<file path="src/rtl/mem_port_arbiter.sv">
// Shares one single-ported memory between the fetch port and the load/store
// port. Load/store wins ties, but only for a bounded streak while fetch waits.
// Each access: IDLE (arbitrate, latch) -> ACCESS x MEM_LAT -> RESP (ready).
module mem_port_arbiter #(
    parameter int ADDR_W     = 32,
    parameter int DATA_W     = 32,
    parameter int MEM_LAT    = 2,
    parameter int MAX_STREAK = 4
) (
    input  logic                clk,
    input  logic                rst,
    input  logic                if_req_i,
    input  logic [ADDR_W-1:0]   if_addr_i,
    output logic [DATA_W-1:0]   if_data_o,
    output logic                if_ready_o,
    input  logic                mem_req_i,
    input  logic                mem_we_i,
    input  logic [ADDR_W-1:0]   mem_addr_i,
    input  logic [DATA_W-1:0]   mem_wdata_i,
    input  logic [DATA_W/8-1:0] mem_sel_i,
    output logic [DATA_W-1:0]   mem_rdata_o,
    output logic                mem_ready_o,
    output logic                ram_ce_o,
    output logic                ram_we_o,
    output logic [ADDR_W-1:0]   ram_addr_o,
    output logic [DATA_W-1:0]   ram_wdata_o,
    output logic [DATA_W/8-1:0] ram_sel_o,
    input  logic [DATA_W-1:0]   ram_rdata_i,
    output logic                busy_o
);
    localparam int SEL_W = DATA_W / 8;

    typedef struct packed {
        logic              we;
        logic [ADDR_W-1:0] addr;
        logic [DATA_W-1:0] wdata;
        logic [SEL_W-1:0]  sel;
    } req_t;

    typedef enum logic [1:0] {IDLE, ACCESS, RESP} state_t;

    state_t     state, state_nxt;
    logic       owner_mem;   // 1 = load/store port owns the current access
    logic       we_q;
    logic [3:0] streak;      // consecutive mem grants while fetch was waiting
    logic [3:0] cnt;         // remaining ACCESS cycles
    logic       grant_if, grant_mem;
    req_t       if_bundle, mem_bundle, win_req;

    // Arbitration: mem wins ties until the streak limit lets fetch through.
    always_comb begin
        if_bundle.we     = 1'b0;
        if_bundle.addr   = if_addr_i;
        if_bundle.wdata  = '0;
        if_bundle.sel    = '1;
        mem_bundle.we    = mem_we_i;
        mem_bundle.addr  = mem_addr_i;
        mem_bundle.wdata = mem_wdata_i;
        mem_bundle.sel   = mem_sel_i;
        grant_mem = mem_req_i && !(if_req_i && (streak == 4'(MAX_STREAK)));
        grant_if  = if_req_i && !grant_mem;
        win_req   = grant_mem ? mem_bundle : if_bundle;
    end

    // State register.
    always_ff @(posedge clk) begin
        if (!rst) state <= IDLE;
        else      state <= state_nxt;
    end

    // Next-state logic and per-state strobes.
    always_comb begin
        state_nxt   = state;
        ram_ce_o    = 1'b0;
        ram_we_o    = 1'b0;
        if_ready_o  = 1'b0;
        mem_ready_o = 1'b0;
        busy_o      = 1'b0;
        case (state)
            IDLE: begin
                if (if_req_i || mem_req_i) state_nxt = ACCESS;
            end
            ACCESS: begin
                busy_o   = 1'b1;
                ram_ce_o = 1'b1;
                ram_we_o = we_q;
                if (cnt == 4'd1) state_nxt = RESP;
            end
            RESP: begin
                busy_o      = 1'b1;
                if_ready_o  = !owner_mem;
                mem_ready_o = owner_mem;
                state_nxt   = IDLE;
            end
            default: state_nxt = IDLE;
        endcase
    end

    // Grant latching, latency count, streak tracking and read-data capture.
    always_ff @(posedge clk) begin
        if (!rst) begin
            owner_mem   <= 1'b0;
            we_q        <= 1'b0;
            streak      <= '0;
            cnt         <= '0;
            ram_addr_o  <= '0;
            ram_wdata_o <= '0;
            ram_sel_o   <= '0;
            if_data_o   <= '0;
            mem_rdata_o <= '0;
        end else begin
            case (state)
                IDLE: begin
                    if (grant_if || grant_mem) begin
                        owner_mem   <= grant_mem;
                        we_q        <= win_req.we;
                        ram_addr_o  <= win_req.addr;
                        ram_wdata_o <= win_req.wdata;
                        ram_sel_o   <= win_req.sel;
                        cnt         <= 4'(MEM_LAT);
                        if (grant_if || !if_req_i)
                            streak <= '0;
                        else if (streak != 4'(MAX_STREAK))
                            streak <= streak + 4'd1;
                    end
                end
                ACCESS: begin
                    cnt <= cnt - 4'd1;
                    // Stores leave the load-data register untouched.
                    if (cnt == 4'd1 && !we_q) begin
                        if (owner_mem) mem_rdata_o <= ram_rdata_i;
                        else           if_data_o   <= ram_rdata_i;
                    end
                end
                default: ;
            endcase
        end
    end
endmodule

</file>
<file path="config.mk">
export PLATFORM = sky130hd
export DESIGN_NAME = mem_port_arbiter
export DESIGN_NICKNAME = d
export VERILOG_FILES = /design/src/rtl/mem_port_arbiter.sv
export SDC_FILE = /design/constraint.sdc
export NUM_CORES = 1
export LEC_CHECK = 0
export BUFFER_PORTS_ARGS = -buffer_cell sky130_fd_sc_hd__clkbuf_2
export CAP_MARGIN = 20
export CORE_MARGIN = 2
export CORE_UTILIZATION = 46
export DETAILED_ROUTE_END_ITERATION = 6
export PLACE_DENSITY = 0.87
export SLEW_MARGIN = 20
export SYNTH_ARGS = -nofsm -noshare
export SYNTH_HDL_FRONTEND = slang
export SYNTH_SLANG_ARGS = --single-unit
</file>
<file path="constraint.sdc">
create_clock -name clk -period 2.1 [get_ports clk]
set_clock_uncertainty 0.1 [all_clocks]
set_input_delay 0.21 -clock clk [delete_from_list [all_inputs] [get_ports clk]]
set_output_delay 0.21 -clock clk [all_outputs]
set_load 0.005 [all_outputs]
</file>
==> flow_summary.yaml <==
placement:
  io_buffer_count: 273
  dp_hpwl_um: 12030
  dp_worst_setup_slack_ps: 109.8
  placed_cell_area_mm2: 0.007282
  dpl.cell_count: 1027
  gp_congestion: 0.8491
pwr:
  p_sw_mw: 2.818
  p_seq_frac: 0.391
  pwr-share-clk: 0.334
  pwr-share-comb: 0.274
  intPower_mw: 5.800
  pwr_density_cell_mw_per_mm2: 960.6
  swShare: 0.3270
  p_leak_nw: 4.140
  ir_worst_vdd_mv: 0.7143
final_layout:
  seq_area_mm2: 0.002883
  fin_nets: 1134
  fin_cells: 1172
  multi_input_comb_area_mm2: 0.002596
  area_growth_syn_to_layout_pct: 54.95
  stdcell_area_mm2: 0.008972
  finish.utilization: 0.7378
  drive_gt1_frac: 0.3303
  nFillCells: 778
synth:
  syn-num-nets: 774
  yosysSeqAreaShare: 0.4978
  synth_ff_type: "dfxtp_1"
  yosys_warnings: 0
  syn_avg_cell_area_um2: 9.191
  synth-seq-cells: 144
  synth_common_cells: "dfxtp_1, nand2_1, o21ai_0"
  synth_edf_count: 0
  netlist_instances: 630
  ys_top_cells_by_area: "dfxtp_1, mux2i_1, nand2_1"
  synthArstFlopShare: 0
  synth_top_area_frac: 0.4978
  yosysMostFrequentCell: "dfxtp_1"
  yosysUniqueCellTypes: 38
  syn_area_mm2: 0.005791
  synth_top_cell_by_area: "dfxtp_1"
detailed_routing:
  first_pass_iters: 5
  vias: 6824
  wl_per_cell_um: 19.54
  drt-initial-drc-count: 698
  remaining_drc_errors: 0
  routed_wl_um: 22900
  post_drt_via_cell_ratio: 5.823
  drtAntennaViolNets: 0
clock_network:
  cts_buffer_depth: 2
  cts-root-buf: "clkbuf_16"
  cts_tree: "yes"
  clk_latency_ps: 410
  cts_buffers: 17
  clk_transition_reported_paths_ps: 60
  cts.sinks: 144
  h-tree-depth: 4
critical_path:
  path_class: "register to register"
  cp-end-kind: "register"
  arrival_ps: 2220
  cp-start-kind: "register"
  path_max_fanout: 32
  cp_data_required_time_ps: 2290
die:
  rows: 40
  fp.dieH_um: 116.2
  die_w_um: 116.2
  io_pins: 274
  die_area_mm2: 0.01350
  coreArea_mm2: 0.01216
  start_util: 0.4761
sta:
  hold_viol: 0
  setup_ws_ps: 74.56
  max_freq_mhz: 493.7
  setup_viol: 0
  period_needed_ps: 2025
  slew_violations: 0
  tns_ps: 0
  finalCritPeriodShare: 0.9645
  maxSlewHeadroom: 0.4225
  worst_slew_pin_slew_ps: 865.2
  grt_setup_unrepaired: "true"
hold_path:
  holdCritPathClass: "input pin to register"
global_route:
  met3_usage: 0.09549
  grtUsageMet1: 0.3464
  grtUsageTotal: 0.3293
  antenna_found_initial: 2
  use_met2: 0.5700
  top_usage_layer: "met2"
  grt_pass1_wl_um: 34180
  grt_max_degree: 68
  grt_pass1_vias: 6707
  overflow: 0
flow_run:
  drv_cap: 0
outcome:
  status: "completed"
==> power by group through the flow <==
| stage | logic, mW | registers, mW | clock network, mW |
|---|---|---|---|
| after floorplan | 1.12 | 3.38 | 0 |
| after global placement | 2.00 | 3.37 | 0 |
| after detailed placement | 2.05 | 3.37 | 0 |
| after CTS | 2.23 | 3.32 | 2.89 |
| after global routing | 2.53 | 3.41 | 3.03 |
| final | 2.36 | 3.37 | 2.88 |
==> sequential cells by signal, summed over array words and instances (netlist names) <==
name,flops
ram_addr_o,32
owner_mem,1
state,2
if_data_o,32
we_q,1
streak,4
ram_wdata_o,32
mem_rdata_o,32
cnt,4
ram_sel_o,4
==> per-stage QoR <==
step           power, mW  hold WS [ps]
3_5_place_dp       5.420         347.4
5_1_grt            8.964         30.98
6_report           8.619         13.84
2_1_floorplan      4.502         265.1
3_3_place_gp       5.368         342.3
4_1_cts            8.442        0.7516
==> logic make-up (layout without fill, tap and decap cells) <==
group	count (synthesis)	in the layout	share of synthesized area
AO/OA/AOI/OAI	185	185	0.1988
adder cells (fa/ha/maj)	7	7	0.01512
buffers and inverters	71	443	0.05726
flip-flops	144	144	0.4978
multiplexers	64	64	0.1106
other	0	2	0
AND/OR/NAND/NOR	159	159	0.1204
==> worst paths after layout <==
path                endpoint  slack [ps]          start  depth (start not counted)
max          mem_rdata_o[17]          70         cnt[0]                          5
min                     we_q          10       mem_we_i                          3
max reg2reg  mem_rdata_o[17]          70         cnt[0]                          5
min reg2reg    if_data_o[31]         360  if_data_o[31]                          2
==> cell type report <==
type / count / area share
antenna: 2 / 0.0005578
clock inverter: 12 / 0.01255
sequential: 144 / 0.3213
multi-input combinational: 415 / 0.2894
timing repair buffer: 400 / 0.2984
clock buffer: 19 / 0.04937
tap: 168 / 0.02343
inverter: 12 / 0.005020
==> timing repair <==
| action | CTS | global route |
|---|---|---|
| setup endpoints to repair | 0 | 31 |
| gates resized for setup | 0 | 3 |
| setup buffers | 0 | 0 |
| hold endpoints to repair | 131 | 0 |
| hold buffers | 112 | 0 |
==> worst max-delay path, cell delays in order, from the launching register on <==
cell	delay, ps
dfxtp_1	380
ha_1	160
or3b_4	410
or4_4	440
buf_12	200
mux2i_2	180
==> layer usage <==
| metal | wire length, µm | share of wire |
|---|---|---|
| met1 | 7997 | 0.35 |
| met2 | 11050 | 0.48 |
| met3 | 2219 | 0.097 |
| met4 | 1632 | 0.071 |
| met5 | 0 | 0 |
==> placed cells by master (no fill, tap or decap), types with 2 or more instances in the layout <==
master and instances:
nand4_1 2, clkinvlp_4 5, buf_12 6, mux2i_1 62, and2_1 4, dfxtp_1 144
diode_2 2, nand2_1 102, buf_4 10, dlygate4sd3_1 112, ha_1 7, mux2i_2 2
or3_1 2, or4_1 2, nand3b_1 2, o221a_2 5, inv_1 11, a31oi_1 34
inv_6 2, a21oi_1 38, clkinv_2 2, a221oi_1 2, nor2_1 34, o31ai_1 2
a32oi_1 33, clkbuf_2 272, clkinv_4 2, clkbuf_16 17, nand3_1 3, o21ai_0 66
No activity file was read; power rests on OpenSTA's default activity.
